## config.mk

```make
export PLATFORM = sky130hd
export DESIGN_NAME = hazard_scoreboard_flat
export DESIGN_NICKNAME = d
export VERILOG_FILES = /design/src/rtl/hazard_scoreboard_if.sv /design/src/rtl/hazard_scoreboard.sv /design/src/flat_wrapper.sv
export SDC_FILE = /design/constraint.sdc
export NUM_CORES = 1
export LEC_CHECK = 0
export ABC_AREA = 0
export CAP_MARGIN = 20
export CORE_AREA = 2 2 81 83
export DETAILED_ROUTE_END_ITERATION = 10
export DIE_AREA = 0 0 83 85
export PLACE_DENSITY = 0.79
export SETUP_SLACK_MARGIN = 0.5
export SYNTH_ARGS = -nofsm -noshare
export SYNTH_HDL_FRONTEND = slang
export SYNTH_SLANG_ARGS = --single-unit
```

## constraint.sdc

```tcl
create_clock -name clk -period 2.1 [get_ports clk]
set_input_delay 0.21 -clock clk [delete_from_list [all_inputs] [get_ports clk]]
set_output_delay 0.21 -clock clk [all_outputs]
set_load 0.005 [all_outputs]
```

## src/rtl/hazard_scoreboard_if.sv

```systemverilog
// Decode-side bundle of the hazard scoreboard: ID instruction fields, stage results,
// and the stall/bypass decisions returned to the pipeline.
interface hazard_scoreboard_if #(
    parameter int WIDTH = 16,
    parameter int RSEL  = 3,
    parameter int DEPTH = 3
);
    logic                     id_valid;
    logic [RSEL-1:0]          id_rs1;
    logic                     id_rs1_used;
    logic [RSEL-1:0]          id_rs2;
    logic                     id_rs2_used;
    logic                     id_wr;
    logic [RSEL-1:0]          id_ws;
    logic                     id_is_load;
    logic                     flush;
    logic                     stat_clr;
    logic [DEPTH*WIDTH-1:0]   stage_data;
    logic                     stall;
    logic                     fwd1_hit;
    logic [WIDTH-1:0]         fwd1_data;
    logic                     fwd2_hit;
    logic [WIDTH-1:0]         fwd2_data;
    logic [(1<<RSEL)-1:0]     pend_mask;
    logic [15:0]              stall_cnt;

    modport master (
        output id_valid, id_rs1, id_rs1_used, id_rs2, id_rs2_used,
               id_wr, id_ws, id_is_load, flush, stat_clr, stage_data,
        input  stall, fwd1_hit, fwd1_data, fwd2_hit, fwd2_data, pend_mask, stall_cnt
    );

    modport slave (
        input  id_valid, id_rs1, id_rs1_used, id_rs2, id_rs2_used,
               id_wr, id_ws, id_is_load, flush, stat_clr, stage_data,
        output stall, fwd1_hit, fwd1_data, fwd2_hit, fwd2_data, pend_mask, stall_cnt
    );
endinterface

```

## src/rtl/hazard_scoreboard.sv

```systemverilog
// Hazard/forwarding unit: tracks in-flight register writes EX..WB and decides per
// decode cycle whether to stall, bypass from a ready stage, or proceed.
module hazard_scoreboard #(
    parameter int WIDTH      = 16,
    parameter int RSEL       = 3,
    parameter int DEPTH      = 3,
    parameter int FWD_EN     = 1,
    parameter int ALU_READY  = 0,
    parameter int LOAD_READY = 1
) (
    input  logic               clk,
    input  logic               rst,
    hazard_scoreboard_if.slave bus
);
    localparam int NREGS = 1 << RSEL;

    logic [DEPTH-1:0]     r_v;
    logic [DEPTH-1:0]     r_ld;
    logic [RSEL-1:0]      r_ws [DEPTH];
    logic [15:0]          r_stall_cnt;

    logic [DEPTH-1:0]     w_ready;
    logic [1:0][RSEL-1:0] w_rs;
    logic [1:0]           w_used;
    logic [1:0]           w_haz;
    logic [1:0]           w_hit;
    logic [1:0][WIDTH-1:0] w_fdata;
    logic                 w_stall;
    logic                 w_insert;
    logic [NREGS-1:0]     w_pend;

    assign w_rs[0]   = bus.id_rs1;
    assign w_rs[1]   = bus.id_rs2;
    assign w_used[0] = bus.id_rs1_used;
    assign w_used[1] = bus.id_rs2_used;

    always_comb begin
        w_ready = '0;
        for (int k = 0; k < DEPTH; k++) begin
            w_ready[k] = (k >= (r_ld[k] ? LOAD_READY : ALU_READY));
        end
    end

    // Oldest stage is visited first so a younger match overwrites it.
    always_comb begin
        w_haz   = '0;
        w_hit   = '0;
        w_fdata = '0;
        for (int s = 0; s < 2; s++) begin
            for (int k = DEPTH - 1; k >= 0; k--) begin
                if (r_v[k] && (r_ws[k] == w_rs[s]) && w_used[s] && bus.id_valid) begin
                    if ((FWD_EN != 0) && w_ready[k]) begin
                        w_hit[s]   = 1'b1;
                        w_haz[s]   = 1'b0;
                        w_fdata[s] = bus.stage_data[k*WIDTH +: WIDTH];
                    end else begin
                        w_hit[s]   = 1'b0;
                        w_haz[s]   = 1'b1;
                        w_fdata[s] = '0;
                    end
                end
            end
        end
    end

    always_comb begin
        w_pend = '0;
        for (int k = 0; k < DEPTH; k++) begin
            if (r_v[k]) begin
                w_pend[r_ws[k]] = 1'b1;
            end
        end
    end

    assign w_stall  = (|w_haz) & ~bus.flush;
    assign w_insert = bus.id_valid & bus.id_wr & ~w_stall & ~bus.flush;

    always_ff @(posedge clk or negedge rst) begin
        if (!rst) begin
            r_v <= '0;
        end else begin
            for (int k = DEPTH - 1; k > 0; k--) begin
                r_v[k] <= r_v[k-1];
            end
            r_v[0] <= w_insert;
        end
    end

    // NOTE: destination/load tags are qualified by r_v everywhere, so they carry no
    // reset; only the valid bits must be cleared.
    always_ff @(posedge clk) begin
        for (int k = DEPTH - 1; k > 0; k--) begin
            r_ws[k] <= r_ws[k-1];
            r_ld[k] <= r_ld[k-1];
        end
        r_ws[0] <= bus.id_ws;
        r_ld[0] <= bus.id_is_load;
    end

    always_ff @(posedge clk or negedge rst) begin
        if (!rst) begin
            r_stall_cnt <= '0;
        end else if (bus.stat_clr) begin
            r_stall_cnt <= '0;
        end else if (w_stall && (r_stall_cnt != 16'hFFFF)) begin
            r_stall_cnt <= r_stall_cnt + 16'd1;
        end
    end

    assign bus.stall     = w_stall;
    assign bus.fwd1_hit  = w_hit[0];
    assign bus.fwd1_data = w_fdata[0];
    assign bus.fwd2_hit  = w_hit[1];
    assign bus.fwd2_data = w_fdata[1];
    assign bus.pend_mask = w_pend;
    assign bus.stall_cnt = r_stall_cnt;
endmodule

```

## src/flat_wrapper.sv

```systemverilog
// flat-port wrapper written by rule: the top's interface ports become plain ports
module hazard_scoreboard_flat 
#(
    parameter int WIDTH      = 16,
    parameter int RSEL       = 3,
    parameter int DEPTH      = 3,
    parameter int FWD_EN     = 1,
    parameter int ALU_READY  = 0,
    parameter int LOAD_READY = 1
)
  (clk, rst, bus_id_valid, bus_id_rs1, bus_id_rs1_used, bus_id_rs2, bus_id_rs2_used, bus_id_wr, bus_id_ws, bus_id_is_load, bus_flush, bus_stat_clr, bus_stage_data, bus_stall, bus_fwd1_hit, bus_fwd1_data, bus_fwd2_hit, bus_fwd2_data, bus_pend_mask, bus_stall_cnt);
  hazard_scoreboard_if #(.WIDTH(WIDTH), .RSEL(RSEL), .DEPTH(DEPTH)) bus_i ();
  input  logic clk;
  input  logic rst;
  input wire logic [$bits(bus_i.id_valid)-1:0] bus_id_valid;
  input wire logic [$bits(bus_i.id_rs1)-1:0] bus_id_rs1;
  input wire logic [$bits(bus_i.id_rs1_used)-1:0] bus_id_rs1_used;
  input wire logic [$bits(bus_i.id_rs2)-1:0] bus_id_rs2;
  input wire logic [$bits(bus_i.id_rs2_used)-1:0] bus_id_rs2_used;
  input wire logic [$bits(bus_i.id_wr)-1:0] bus_id_wr;
  input wire logic [$bits(bus_i.id_ws)-1:0] bus_id_ws;
  input wire logic [$bits(bus_i.id_is_load)-1:0] bus_id_is_load;
  input wire logic [$bits(bus_i.flush)-1:0] bus_flush;
  input wire logic [$bits(bus_i.stat_clr)-1:0] bus_stat_clr;
  input wire logic [$bits(bus_i.stage_data)-1:0] bus_stage_data;
  output wire logic [$bits(bus_i.stall)-1:0] bus_stall;
  output wire logic [$bits(bus_i.fwd1_hit)-1:0] bus_fwd1_hit;
  output wire logic [$bits(bus_i.fwd1_data)-1:0] bus_fwd1_data;
  output wire logic [$bits(bus_i.fwd2_hit)-1:0] bus_fwd2_hit;
  output wire logic [$bits(bus_i.fwd2_data)-1:0] bus_fwd2_data;
  output wire logic [$bits(bus_i.pend_mask)-1:0] bus_pend_mask;
  output wire logic [$bits(bus_i.stall_cnt)-1:0] bus_stall_cnt;
  assign bus_i.id_valid = bus_id_valid;
  assign bus_i.id_rs1 = bus_id_rs1;
  assign bus_i.id_rs1_used = bus_id_rs1_used;
  assign bus_i.id_rs2 = bus_id_rs2;
  assign bus_i.id_rs2_used = bus_id_rs2_used;
  assign bus_i.id_wr = bus_id_wr;
  assign bus_i.id_ws = bus_id_ws;
  assign bus_i.id_is_load = bus_id_is_load;
  assign bus_i.flush = bus_flush;
  assign bus_i.stat_clr = bus_stat_clr;
  assign bus_i.stage_data = bus_stage_data;
  assign bus_stall = bus_i.stall;
  assign bus_fwd1_hit = bus_i.fwd1_hit;
  assign bus_fwd1_data = bus_i.fwd1_data;
  assign bus_fwd2_hit = bus_i.fwd2_hit;
  assign bus_fwd2_data = bus_i.fwd2_data;
  assign bus_pend_mask = bus_i.pend_mask;
  assign bus_stall_cnt = bus_i.stall_cnt;
  hazard_scoreboard #(.WIDTH(WIDTH), .RSEL(RSEL), .DEPTH(DEPTH), .FWD_EN(FWD_EN), .ALU_READY(ALU_READY), .LOAD_READY(LOAD_READY)) u_core (.clk(clk), .rst(rst), .bus(bus_i));
endmodule
```

==> flow_summary.json <==
{
  "outcome": "complete, but fails checks",
  "violations": "negative setup slack",
  "rrSetupSlack_ps": -80,
  "num_vias": 3577,
  "dp_cells": 538,
  "place_congestion": 0.924,
  "clk-insertion-delay-late_ps": 290,
  "postPlaceCellArea_um2": 4170,
  "skew_ps": 6.74,
  "drc": 0,
  "hpwl_um": 6580,
  "drive_gt1_share_pct": 47.3,
  "netlist_area_um2": 2410,
  "avgSynthCellArea_um2": 7.62,
  "syn_inst": 316,
  "hold_violations": 0,
  "cts_buffer_depth": 2,
  "via_per_inst": 5.99,
  "cts_tree": "yes",
  "period_minus_slack_ps": 2330,
  "multiInputGateArea_um2": 2200,
  "maxSlewViolCount": 0,
  "power.density_nw_per_um2": 289,
  "ys_ff_latch": 29,
  "rsz0062_at_grt": "yes",
  "tns_ps": -4180,
  "grtUsageMet2_pct": 52.3,
  "drt_iter0_drc": 220,
  "drt_wl_total_um": 12600,
  "row_count": 29,
  "initial_core_util_pct": 38.8,
  "die_x_um": 83,
  "grt_pass1_wl_um": 17000,
  "grt_max_degree": 20,
  "post-route-period-util_pct": 111,
  "grtUsageMet1_pct": 36.1,
  "cts.sinks": 29,
  "ys_seq_area_share_pct": 28.1,
  "ios": 125,
  "cp.arrival_ps": 2120,
  "path_max_fanout": 7,
  "synth_nets": 383,
  "ant_nets": 0,
  "setup_viol": 35,
  "stdcell_count": 597,
  "cts_htree_levels": 2,
  "max_freq_mhz": 429,
  "hold_class": "in -> async",
  "clockRootBuffer": "clkbuf_8",
  "whs_ps": 291,
  "fillerInstances": 346,
  "clk_pin_slew_ps": 70,
  "register_area_um2": 694,
  "setup_slack_ps": -230,
  "met3_usage_pct": 5.64,
  "final_area_um2": 5210,
  "syn_to_final_growth_pct": 116,
  "crit_required_ps": 1890,
  "grt_util_all_layers_pct": 29.8,
  "die_area_um2": 7060,
  "diodes": 0,
  "core_area_um2": 6200,
  "io_buffers": 124,
  "slew_headroom_pct": 63.7,
  "peakVddDrop_mv": 0.597,
  "first_global_vias": 3449,
  "cts_buffers": 5,
  "p_leak_nw": 2.05,
  "die_h_um": 85,
  "crit_path_end_kind": "output pin",
  "startpoint_type": "flip-flop",
  "antenna_found_initial": 0,
  "busiest_layer": "met2",
  "fin_nets": 586,
  "firstDrtPassIters": 5,
  "pre_cts_slack_ps": -581,
  "synthDistinctLibCells": 44,
  "synth_warnings": 0,
  "max_cap_viol_count": 0,
  "path_class": "reg -> out",
  "grt.overflow.total": 0,
  "avgRoutedWirePerCell_um": 21.2,
  "tightest_slew_ps": 542
}
-- cells in the final DEF (no fill, tap or decap), drive strengths merged, types with 2 or more instances in the layout --
cell type	count
dfrtp	19
nand3	14
clkdlybuf4s50	72
o311ai	2
nor2b	18
o21ai	47
dfxtp	10
o2111ai	2
nor3b	3
a22oi	32
o221ai	2
dlygate4sd2	7
o31ai	2
xor2	19
nor4	5
clkbuf	12
buf	130
nand4	6
or3	14
nand2b	5
nor2	9
inv	6
nand2	43
nand4b	2
a21oi	14
or4	2
and4	3
nor3	7
-- Yosys cell counts --
master     number  area share [%]
a41oi_1         1            0.36
o22a_1          1            0.36
buf_6           1            0.47
o211ai_1        1            0.31
or4_1           2            0.62
nor4_1          1            0.26
clkbuf_1       13             2.0
o221ai_1        1            0.36
ha_1            1            0.52
xnor2_1         1            0.36
o32a_1          1            0.42
nor4_4          2             1.8
o221ai_2        1            0.62
buf_4           1            0.31
and4_1          3             1.1
nand4_1         6             1.6
buf_2           7             1.5
or3_1          14             3.6
o21ai_0        44             9.1
nor2_2          1            0.26
or2_2           1            0.26
and3b_1         1            0.36
nand3_1        14             2.9
nor4_2          2             1.0
o21ai_1         1            0.21
nor2b_1        18             4.7
xor2_1         19             6.9
o311ai_0        2            0.73
a22oi_1        32              10
nand4b_1        2            0.73
nor2_1          8             1.2
mux2i_1         1            0.42
inv_1           6            0.93
and3_1          1            0.26
a21oi_1        14             2.9
nor3b_1         3            0.93
nand2b_1        5             1.3
nor3_1          7             1.5
o21ai_2         1            0.36
o2111ai_4       1             1.1
o31ai_1         2            0.62
dfxtp_1        10             8.3
nand2_1        43             6.7
dfrtp_1        19              20
-- registers in the layout (all words and copies together) (netlist names) --
signal,count
u_core.bus.stall_cnt,16
u_core.r_ld,1
u_core.r_v,3
u_core.r_ws,9
-- timing repair --
item	in CTS	in global routing
pin swaps	40	47
hold endpoints to repair	0	0
gates resized for setup	270	60
setup buffers	29	12
setup endpoints to repair	60	60
cloned	6	4
hold buffers	0	0
-- kinds of logic (layout without fill, tap and decap cells) --
kind of cell,after synthesis,count (layout),share of synthesized area [%]
buffers and inverters,28,230,5.19
and+or+nand+nor,134,134,31.1
xor gates and xnor gates,20,20,7.27
DFF,29,29,28.1
muxes,1,1,0.416
AOI/OAI and AO/OA,103,105,27.5
adders and majority gates,1,1,0.519
-- area by class of cell --
| type | instances | share of cell area (%) |
|---|---|---|
| sequential | 29 | 13.3 |
| multi-input combinational | 261 | 42.3 |
| clock inverter | 1 | 0.0960 |
| tap | 77 | 1.85 |
| timing repair buffer | 216 | 40.2 |
| clock buffer | 7 | 1.85 |
| inverter | 6 | 0.432 |
-- critical path: stages, from the launching register on --
cell	delay, ps
dfrtp_1	400
nand3_1	90
or4_4	560
nor2_4	140
buf_6	120
buf_16	110
buf_8	100
a22oi_2	40
o21ai_1	130
buf_2	140
-- path summary, 6_finish.rpt --
| path | end | cells after the start | startpoint |
|---|---|---|---|
| setup / recovery | bus_fwd2_data[9] | 9 | u_core.r_v[2]$_DFF_PN0_ |
| hold / removal | u_core.r_v[2]$_DFF_PN0_ | 2 | rst |
| setup reg to reg | u_core.bus.stall_cnt[15]$_DFFE_PN0P_ | 10 | u_core.r_ws[0][2]$_DFF_P_ |
| hold reg to reg | u_core.r_ws[0][7]$_DFF_P_ | 1 | u_core.r_ws[0][4]$_DFF_P_ |
| max in group asynchronous | u_core.bus.stall_cnt[4]$_DFFE_PN0P_ | 2 | rst |
| min in group clk | u_core.r_ws[0][1]$_DFF_P_ | 1 | bus_id_ws[1] |
-- stage by stage --
stage | power [mW] | utilization [%]
after floorplan | 0.697 | -
after global placement | 0.913 | 67.3
after detailed placement | 0.919 | 67.3
after CTS | 1.45 | 77.3
after global routing | 1.55 | 84.0
final | 1.50 | 84.0
-- metal layers --
layer	routed length (um)	vias up
met5	0	-
met1	4750	1715
met2	6520	241
met3	1020	43
met4	365	0
li1	-	1578
-- power breakdown --
group,internal (mW),total (mW),switching (mW)
Clock,0.296,0.512,0.217
Combinational,0.217,0.402,0.185
Sequential,0.568,0.590,0.0217
No activity file was read; power rests on OpenSTA's default activity.
